[src/rtl/ps2_pkg.sv]
// ps2_pkg: PS/2 scan-code constants, decoder state enum and key-map helpers.
package ps2_pkg;
  localparam logic [7:0] SC_EXT    = 8'hE0;
  localparam logic [7:0] SC_BRK    = 8'hF0;
  localparam logic [7:0] SC_PAUSE  = 8'hE1;
  localparam logic [7:0] SC_BAT    = 8'hAA;
  localparam logic [7:0] SC_ACK    = 8'hFA;
  localparam logic [7:0] SC_RESEND = 8'hFE;
  localparam logic [7:0] SC_ERR0   = 8'h00;
  localparam logic [7:0] SC_ERRF   = 8'hFF;
  localparam logic [7:0] SC_LEFT   = 8'h6B;
  localparam logic [7:0] SC_RIGHT  = 8'h74;
  localparam logic [7:0] SC_JUMP   = 8'h29;
  localparam logic [7:0] SC_RETRY  = 8'h2D;
  typedef enum logic [2:0] {S_IDLE, S_EXT, S_BRK, S_EXT_BRK, S_PAUSE} state_e;
  // Bytes that IDLE consumes without decoding a key: prefixes and receiver chatter.
  function automatic logic idle_skip(input logic [7:0] code);
    idle_skip = code == SC_EXT || code == SC_BRK || code == SC_PAUSE ||
                code == SC_BAT || code == SC_ACK || code == SC_RESEND;
  endfunction
  // One-hot {retry, jump, right, left}; jump and retry have no extended form.
  function automatic logic [3:0] key_mask(input logic [7:0] code, input logic ext);
    key_mask = {code == SC_RETRY && !ext, code == SC_JUMP && !ext, code == SC_RIGHT, code == SC_LEFT};
  endfunction
endpackage

[src/rtl/ps2_rise_pulse.sv]
// ps2_rise_pulse: registered 0->1 detector fed with a level's next-state value.
module ps2_rise_pulse (
  input  logic clk,
  input  logic rst,
  input  logic level_i,
  output logic pulse_o
);
  logic prev_q;
  always_ff @(posedge clk) begin
    if (rst) begin
      prev_q  <= 1'b0;
      pulse_o <= 1'b0;
    end else begin
      prev_q  <= level_i;
      pulse_o <= level_i & ~prev_q;
    end
  end
endmodule

[src/rtl/ps2_key_decoder.sv]
// ps2_key_decoder: parses E0/F0/E1 scan-code sequences into held key levels and press pulses.
module ps2_key_decoder
  import ps2_pkg::*;
#(
  parameter int TIMEOUT_CYCLES = 100000,
  parameter int TMR_W          = 17
) (
  input  logic       clk,
  input  logic       rst,
  input  logic [7:0] rx_byte,
  input  logic       rx_valid,
  output logic       left,
  output logic       right,
  output logic       jump,
  output logic       retry,
  output logic       jump_press,
  output logic       retry_press,
  output logic       seq_err
);
  state_e           state_q;
  logic [TMR_W-1:0] cnt_q, cnt_d;
  logic [2:0]       pause_q;
  logic [3:0]       lvl_q, lvl_d, mask;
  logic             err_q, is_err, timeout, ext_now, mk, act;
  always_comb begin
    is_err  = rx_valid && (rx_byte == SC_ERR0 || rx_byte == SC_ERRF);
    timeout = !rx_valid && state_q != S_IDLE && cnt_q == TMR_W'(TIMEOUT_CYCLES - 1);
    cnt_d   = (rx_valid || timeout || state_q == S_IDLE) ? '0 : cnt_q + 1'b1;
    ext_now = state_q == S_EXT || state_q == S_EXT_BRK;
    mk      = state_q == S_IDLE || state_q == S_EXT;
    act     = rx_valid && !is_err && (state_q == S_BRK || state_q == S_EXT_BRK ||
              (state_q == S_EXT && rx_byte != SC_BRK && rx_byte != SC_EXT) ||
              (state_q == S_IDLE && !idle_skip(rx_byte)));
    mask    = key_mask(rx_byte, ext_now);
    lvl_d   = is_err ? '0 : !act ? lvl_q : mk ? (lvl_q | mask) : (lvl_q & ~mask);
  end
  always_ff @(posedge clk) begin
    if (rst) begin
      state_q <= S_IDLE;
      cnt_q   <= '0;
      pause_q <= '0;
      lvl_q   <= '0;
      err_q   <= 1'b0;
    end else begin
      cnt_q <= cnt_d;
      lvl_q <= lvl_d;
      err_q <= is_err || timeout;
      if (timeout || is_err) state_q <= S_IDLE;
      else if (rx_valid) begin
        case (state_q)
          S_IDLE: begin
            if (rx_byte == SC_EXT) state_q <= S_EXT;
            else if (rx_byte == SC_BRK) state_q <= S_BRK;
            else if (rx_byte == SC_PAUSE) begin
              state_q <= S_PAUSE;
              pause_q <= 3'd7;
            end
          end
          S_EXT: state_q <= rx_byte == SC_BRK ? S_EXT_BRK : rx_byte == SC_EXT ? S_EXT : S_IDLE;
          S_PAUSE: begin
            pause_q <= pause_q - 1'b1;
            if (pause_q == 3'd1) state_q <= S_IDLE;
          end
          default: state_q <= S_IDLE;
        endcase
      end
    end
  end
  assign {retry, jump, right, left} = lvl_q;
  assign seq_err = err_q;
  ps2_rise_pulse u_jump  (.clk(clk), .rst(rst), .level_i(lvl_d[2]), .pulse_o(jump_press));
  ps2_rise_pulse u_retry (.clk(clk), .rst(rst), .level_i(lvl_d[3]), .pulse_o(retry_press));
endmodule

[config.mk]
export PLATFORM = sky130hd
export DESIGN_NAME = ps2_key_decoder
export DESIGN_NICKNAME = d
export VERILOG_FILES = /design/src/rtl/ps2_pkg.sv /design/src/rtl/ps2_rise_pulse.sv /design/src/rtl/ps2_key_decoder.sv
export SDC_FILE = /design/constraint.sdc
export NUM_CORES = 1
export LEC_CHECK = 0
export CAP_MARGIN = 10
export CORE_MARGIN = 2
export CORE_UTILIZATION = 30
export CTS_BUF_LIST = sky130_fd_sc_hd__clkbuf_4 sky130_fd_sc_hd__clkbuf_8 sky130_fd_sc_hd__clkbuf_16
export DETAILED_ROUTE_END_ITERATION = 6
export GPL_TIMING_DRIVEN = 0
export PLACE_DENSITY = 0.53
export SLEW_MARGIN = 30
export SYNTH_ARGS = -nofsm -noshare
export SYNTH_HDL_FRONTEND = slang
export SYNTH_SLANG_ARGS = --single-unit
export TNS_END_PERCENT = 50
[constraint.sdc]
create_clock -name clk -period 3.35 [get_ports clk]
set_input_delay 0.5025 -clock clk [delete_from_list [all_inputs] [get_ports clk]]
set_output_delay 0.5025 -clock clk [all_outputs]
set_load 0.05 [all_outputs]
==> Word level (Yosys, flattened, before mapping) <==
Index checks and enable logic that the tools add are counted.
{ "word_totals": {"out_inout_bits": 7, "input_bits": 11, "regBits": 32} }
{ "classes": {"eq_ne": 24, "n_reduce_logical": 37, "add_sub_neg": 2, "mux": 14, "bitwise": 8} }
{ "op_table": {"columns": ["cell", "count"], "rows": [
  ["$eq A8 B8 Y1 const B", 7],
  ["$mux W3", 7],
  ["$add A17 B1 Y17 const B", 1],
  ["$eq A17 B17 Y1 const B", 1],
  ["$eq A8 B6 Y1 const B", 2],
  ["$eq A8 B7 Y1 const B", 2],
  ["$ne A8 B8 Y1 const B", 2],
  ["$logic_or A1 B1 Y1", 14],
  ["$mux W4", 3],
  ["$logic_and A1 B1 Y1", 10],
  ["$pmux W3 S3", 1],
  ["$logic_not A8 Y1", 1],
  ["$eq A3 B1 Y1 const B", 2],
  ["$eq A3 B2 Y1 const B", 2],
  ["$ne A2 B2 Y1 const B", 3],
  ["$pmux W3 S2", 1],
  ["$reduce_and A6 Y1", 1],
  ["$reduce_or A2 Y1", 3],
  ["$and A4 B4 Y4", 1],
  ["$logic_not A1 Y1", 4],
  ["$ne A4 B1 Y1 const B", 1],
  ["$not A4 Y4", 1],
  ["$or A4 B4 Y4", 1],
  ["$eq A3 B3 Y1 const B", 1],
  ["other kinds (10)", 13]
]} }

==> Depth between registers and ports, before layout <==
{ "logic_depth": {"depth_word": 13, "mapped_depth": 7} }

==> By module <==
Synthesis repeated with hierarchy kept, for this count alone.
{ "hier_totals": {"hier_cells": 194, "area_unflattened_um2": 1686.6} }
{ "modules_own_cells": {"columns": ["mod", "cells_each", "n_inst", "area_per_inst_um2", "seq_area_each_um2"], "rows": [
  ["ps2_key_decoder", 186, 1, 1569.0, 560.5],
  ["ps2_rise_pulse", 4, 2, 58.8, 40.0]
]} }

==> Worst setup path before layout <==
OpenSTA, ideal clock, no wires.
{ "synth_timing": {"kind": "input to register", "from": "input port rx_byte[2]", "to": "register state_q[2]", "setup_time_ns": 0.138, "required_time_ns": 3.212, "arrival_time_ns": 1.700, "cell_stages": 6, "slack_ns": 1.512, "path_cell_list": "buf_2 -> or3_1 -> nor4_4 -> o21ai_1 -> o311ai_1 -> nor3_1"} }
{ "synth_between": {"elab_chain_len": 5} }
{ "synth_rtl": {"columns": ["item", "line_no", "text"], "rows": [
  ["from (decl)", "ps2_key_decoder.sv:10", "input logic [7:0] rx_byte,"],
  ["branches (longest 5 deep; another with $eq A8 B8 Y1)", null, null],
  ["to (signal assigned)", "ps2_key_decoder.sv:59", "S_EXT: state_q <= rx_byte == SC_BRK ? S_EXT_BRK : rx_byte == SC_EXT ? S_EXT : S_IDLE;"],
  ["to (decl)", "ps2_key_decoder.sv:20", "state_e state_q;"]
]} }
Several ways; the timed one is not identified.
A chain may end at the register's enable or synchronous reset.

==> Final worst setup path <==
{ "layout_timing": {"from": "input port rx_byte[1]", "to": "register state_q[2]"} }
Same word-level chain as after synthesis.

==> out/metrics.cfg <==
[sta]
slew-limit-headroom=0.589
rsz0062_at_grt=false
period_minus_slack_ns=2.25
finClkSkew_ns=0.00463
clock.fmax_ghz=0.444
tns_ns=0
fin_crit_sh=0.673
hold_viol=0
setup_viol=0
maxSlewViolCount=0
worstMarginPinSlew_ns=0.612

[power_and_ir_drop]
seqPwrFrac=0.450
vdd_drop_max_uv=143
fin_total_pwr_w=0.000803
p_clk_frac=0.467
p_sw_frac=0.224
p_switching_w=0.000180
p_leak_nw=0.652
internal_power_w=0.000623
power_density_nw_per_um2=416
pwr-share-comb=0.083

[global_routing]
grt_pass1_wl_um=6110
grt-ovfl-total=0
grt_max_degree=11
grt_use_total=0.129
antenna_found_initial=0
grt_pass1_vias=1385

[synthesis]
yosysTopAreaCell=dfxtp_1
synthTopCellsByCount=30 x dfxtp_1, 23 x nor2_1, 12 x nand2_1, 12 x nor3_1, 11 x xor2_1
synth_cell_type_count=43
avgSynthCellArea_um2=8.72
ys_async_sr_fraction=0
ys_seq_area_frac=0.383
syn_inst=180
ys.flop_type=dfxtp_1
netlist_area_um2=1570
yosysMostFrequentCell=dfxtp_1
yosys_warnings=0
syn_nets=194
synth_edf_count=0
synth_top_area_frac=0.383
ys_top_cells_by_area=dfxtp_1 38%, xor2_1 6.1%, nor2_1 5.5%, nor3_1 3.8%, nand3_1 2.9%
yosys_register_bits=30

[placed_design]
port_buffers=16
hpwlAfterDp_um=2510
gp_congestion=0.799

[setup_path]
worstSetupEndpointType=flop
endpoint=state_q[2]$_SDFFE_PP0P_
path_max_fanout=8
arrival_ns=2.40
worstRegToRegCells=6
crit_start=rx_byte[1]
crit_family=simple AND/OR/NAND/NOR gates
start_kind=input pin
cp_slowest_cell=clkdlybuf4s50_1
r2r_slack_ns=1.39
regToRegStartpoint=state_q[2]$_SDFFE_PP0P_
cpPeakStageDelay_ns=0.54
r2r-end=cnt_q[15]$_SDFF_PP0_
worstSetupPathType=input pin to flop
critical_path_depth=6
path_cells=clkdlybuf4s50_1 -> or3_4 -> nor4_4 -> o21ai_1 -> o311ai_1 -> nor3_1
critical_path_buf_inv_count=1
crit_required_ns=3.50

[floorplanning]
rows=26
core_area_um2=5070
start_util=0.309
fp.dieW_um=76.3
io_pins=18
die_height_um=76.3
dieArea_um2=5820

[clocking]
post_cts_buffers=0
worstSkewPairLatency_ns=0.28
cts.sinks=30
cts_buffers=5
htreeDepth=2
hold_buffers=0
cts_root_buf=clkbuf_8
clk_pin_slew_ns=0.07
cts_tree=yes
cts_resized=0
cts_buffer_depth=2

[routing]
drt_first_pass_iters=4
num_vias=1346
via_per_inst=4.93
remaining_drc_errors=0
drt-total-wl_um=3360
drtAntennaViolNets=0
initialDrtViolationCount=46
wire_per_inst_um=12.3

[status]
status=finished clean

[final_layout]
drive_gt1_frac=0.0739
diodes=0
final_nets=217
area_delta_synth_final_pct=23.0
fill_cells=547

[flow_run]
drv_cap=0

[min_path]
hold_class=flop to flop

## layer usage
| metal | vias to the layer above | GRT usage | share of wire |
|---|---|---|---|
| li1 | 702 | - | - |
| met4 | 0 | 0.0618 | 0.020 |
| met1 | 615 | 0.156 | 0.47 |
| met2 | 22 | 0.218 | 0.48 |
| met5 | - | 0 | 0 |
| met3 | 7 | 0.0284 | 0.030 |
## worst min-delay path by stage
| stage | start | end | slack (ns) | cells after the start |
|---|---|---|---|---|
| final | lvl_q[3]$_SDFF_PP0_ | u_retry.pulse_o$_SDFF_PP0_ | 0.45 | 1 |
| after detailed placement | lvl_q[3]$_SDFF_PP0_ | u_retry.pulse_o$_SDFF_PP0_ | 0.45 | 1 |
| after global placement | lvl_q[2]$_SDFF_PP0_ | u_jump.pulse_o$_SDFF_PP0_ | 0.43 | 1 |
| after floorplan | cnt_q[0]$_SDFF_PP0_ | cnt_q[0]$_SDFF_PP0_ | 0.43 | 1 |
| after global routing | lvl_q[3]$_SDFF_PP0_ | u_retry.pulse_o$_SDFF_PP0_ | 0.48 | 1 |
| after CTS | lvl_q[3]$_SDFF_PP0_ | u_retry.pulse_o$_SDFF_PP0_ | 0.46 | 1 |
## worst register-to-register path: cells and delay by family, from the launching register on
family	cells	cell delay, ns
buffers and inverters	2	0.60
flip-flops	1	0.30
AND/OR/NAND/NOR	4	0.94
## cell type report
class / instances / area, um2 / area share
clock buffers: 6 / 82.6 / 0.0428
inverters: 5 / 18.8 / 0.00973
flip-flops and latches: 30 / 601 / 0.311
repair buffers: 16 / 160 / 0.0830
well taps: 70 / 87.6 / 0.0454
plain buffers: 3 / 12.5 / 0.00649
multi-input cells: 142 / 937 / 0.486
clock inverters: 1 / 30.0 / 0.0156
## through the flow
stage / hold slack, ns / setup WS [ns] / util / instance area (um2) / instances
5_1_grt: 0.484 / 0.947 / 0.380 / 1930 / 273
4_1_cts: 0.459 / 1.11 / 0.380 / 1930 / 273
3_3_place_gp: 0.435 / 0.820 / 0.358 / 1820 / 266
6_report: 0.452 / 1.10 / 0.380 / 1930 / 273
3_5_place_dp: 0.449 / 0.812 / 0.358 / 1820 / 266
2_1_floorplan: 0.426 / 1.51 / - / 1570 / 180
## placed cells by master, fill, tap and decap left out, types with 2 or more instances in the layout
cell type	instances
mux2i_1	4
nand3_1	9
o21ai_1	2
and3_1	5
xnor2_1	4
nor3_1	12
and4_1	4
nor3b_1	3
nor2_1	23
xor2_1	11
a21oi_1	6
nand4_1	6
o21a_1	3
nand2b_1	3
nand3b_1	2
nor4_1	4
or3_1	2
dfxtp_1	30
nand2_1	12
clkdlybuf4s50_1	16
o21ai_0	3
ha_1	3
o211ai_1	3
clkbuf_8	6
clkbuf_1	2
inv_1	5
## sequential cells by signal (all words and copies together), names as in the netlist, named ones only
name             cells
lvl_q                2
u_retry.pulse_o      1
state_q              3
pause_q              3
seq_err              1
u_jump.pulse_o       1
cnt_q               17
## cell families after synthesis
family / Yosys count / synth area share
xor gates and xnor gates: 15 / 0.0837
DFF: 30 / 0.383
and+or+nand+nor: 96 / 0.359
muxes: 4 / 0.0255
AOI/OAI and AO/OA: 24 / 0.105
adders and majority gates: 3 / 0.0239
buffers and inverters: 8 / 0.0199
## power by group through the flow
stage,sequential (W),combinational [W],clock (W)
finish,0.000362,0.0000663,0.000375
global route,0.000362,0.0000741,0.000401
CTS,0.000362,0.0000672,0.000384
detailed placement,0.000370,0.0000669,0
global placement,0.000370,0.0000670,0
floorplan,0.000370,0.0000363,0
(Power assumes the default switching activity.)
==> variant: new RTL, config.mk and constraints unchanged <==
Change the parameter `TMR_W` from 17 to 34.
--- a/src/rtl/ps2_key_decoder.sv
+++ b/src/rtl/ps2_key_decoder.sv
@@ -5,3 +5,3 @@
   parameter int TIMEOUT_CYCLES = 100000,
-  parameter int TMR_W          = 17
+  parameter int TMR_W          = 34
 ) (
Function: no difference found for any inputs over 10 cycles, from zero or initial values and one cycle with rst high; that may be too few to reach the edited logic, so the function may still have changed.
==> variant against the original RTL <==
Design area increased by 41%; sequential cell count increased by 17; clock power increased by 15%; register-to-register slack got worse by 0.14 ns; critical path depth unchanged; wire length increased by 44%; power increased by 28%; worst setup slack improved by 0.15 ns; critical path type is now flop to flop; area after synthesis increased by 47%.
==> variant: results (changes against the original RTL) <==
| Metric | Value |
|---|---|
| Slowest stage cell, crit path | nor4_1 |
| Layout fillers | 807 (+48%) |
| Detailed Place HPWL | 3.54 mm (+41%) |
| Crit path from | cnt_q[0] |
| GP Congestion | 0.798 (-0.11%) |
| Post-Syn Nets | 285 (+47%) |
| H-tree depth | 2 (unchanged) |
| Leakage Power | 0.849 nW (+30%) |
| Biggest regs | cnt_q: 34 flops, pause_q: 3 flops, state_q: 3 flops |
| Library cells used by synthesis | 41 (-4.7%) |
| Worst skew pair latency | 0.29 ns |
| # port buffers | 17 (+1) |
| Worst path max stage delay | 0.56 ns (+0.02 ns) |
| Reg clk slew, reported paths | 0.09 ns (+0.02 ns) |
| DRT Pass-1 Iters | 4 (unchanged) |
| Drt wl/cell | 12.1 µm (-1.4%) |
| First-pass GRT wire length | 8.65 mm (+42%) |
| NumNets Final | 309 (+42%) |
| Peak VDD IR | 187 µV (+30%) |
| Ys flop type | dfxtp_1 |
| Seq/Total Area, Yosys | 0.407 (+0.0244) |
| Iteration-0 DRC Markers | 65 (+41%) |
| Vias in the first global route | 1832 (+32%) |
| CP endpoint | cnt_q[30] |
| Clock Path Buffers | 2 (unchanged) |
| Num CTS Buffers | 5 (unchanged) |
| Fraction of registers with async set/reset | 0 (unchanged) |
| CTS resizes | 0 (unchanged) |
| Clk root buf | clkbuf_8 |
| Sw frac | 0.203 (-0.0205) |
| Arrival time at the worst endpoint | 2.33 ns (-0.07 ns) |
| Largest cells by area after synthesis | dfxtp_1, xor2_1, nor2_1, nand4_1, nand2_1 |
| Worst min path class | flop to flop |
| Worst Tran Pin Value | 0.598 ns (-0.0140 ns) |
| Commonest cells in the netlist | nor2_1, dfxtp_1, xor2_1, nand2_1, nand4_1 |
| Status | complete, no violations |
| Largest net degree at the start of global routing | 15 (+4) |
| Number of flip-flops in the largest register | 34 (+17) |
| Global-route usage over all layers | 0.123 (-0.00684) |
| Max Slew Vio Count | 0 (unchanged) |
| Post-CTS Repair Setup Buffers | 0 (unchanged) |
| N_diodes | 0 (unchanged) |
| R2r setup slk | 1.25 ns (-0.14 ns) |
| Ys Warns | 0 (unchanged) |
| Final Skew | 0.00638 ns (+0.00176 ns) |
| R2R depth | 6 (unchanged) |
| Vias per cell | 4.89 (-0.83%) |
| Share of layout cells above drive strength 1 | 0.0777 (+0.00381) |
| Initial antenna violation count | 0 (unchanged) |
| CP max FO | 5 (-3) |
==> variant: changes by cell type after synthesis, moves of 7 or more <==
cell | before | now
nor3_1 | 12 | 5
nand2_1 | 12 | 23
nand3_1 | 9 | 16
dfxtp_1 | 30 | 47
nand4_1 | 6 | 19
xor2_1 | 11 | 26
nor2_1 | 23 | 50
==> variant: routing by layer <==
layer,global-route usage,vias to the layer above,wire [µm]
met5,0,-,0
met4,0.0410,0,100
met3,0.0296,14,236
met2,0.197,52,2070
met1,0.161,871,2420
li1,-,1009,-
==> variant: logic make-up (layout without fill, tap and decap cells) <==
family,count (synthesis),in the layout,share of synthesized area
AOI/OAI and AO/OA,24,24,0.0655
xor gates and xnor gates,31,31,0.117
adders and majority gates,3,3,0.0162
buffers and inverters,13,38,0.0330
DFF,47,47,0.407
and+or+nand+nor,153,153,0.361
==> variant: area by class of cell <==
| class | instances | share of cell area |
|---|---|---|
| Timing Repair Buffer | 17 | 0.0624 |
| Multi-Input combinational cell | 211 | 0.475 |
| Inverter | 7 | 0.00964 |
| Tap cell | 102 | 0.0468 |
| Sequential cell | 47 | 0.345 |
| Clock buffer | 6 | 0.0303 |
| Buffer | 6 | 0.0184 |
| Clock inverter | 2 | 0.0128 |
==> variant: critical path: cells and delay by family, from the launching register on <==
family | cells | cell delay, ns
AND/OR/NAND/NOR | 4 | 1.29
AO/OA/AOI/OAI | 1 | 0.14
adder cells (fa/ha/maj) | 1 | 0.23
flip-flops | 1 | 0.37
==> variant: worst min path at each step <==
| stage | from | to | slack, ns | cells past startpoint |
|---|---|---|---|---|
| final | lvl_q[2] | u_jump.pulse_o | 0.46 | 1 |
| after global routing | lvl_q[3] | u_retry.pulse_o | 0.49 | 1 |
| after CTS | flop | flop | 0.46 | 2 |
| after detailed placement | flop | flop | 0.45 | 2 |
| after global placement | flop | flop | 0.45 | 2 |
| after floorplan | cnt_q[0] | cnt_q[0] | 0.43 | 1 |
==> variant: power groups by stage <==
stage	combinational (mW)	sequential [mW]	clock, mW
final	0.0378	0.559	0.431
after global routing	0.0417	0.560	0.467
after CTS	0.0377	0.560	0.446
after detailed placement	0.0375	0.573	0
after global placement	0.0376	0.573	0
after floorplan	0.0147	0.573	0
==> variant: through the flow <==
step	setup slack, ns	instance area, µm²	instances	hold WS [ns]
CTS	1.24	2730	398	0.462
detailed placement	0.974	2610	390	0.449
global placement	0.990	2610	390	0.446
finish	1.25	2730	398	0.459
global route	1.05	2730	398	0.495
floorplan	1.64	2310	271	0.430
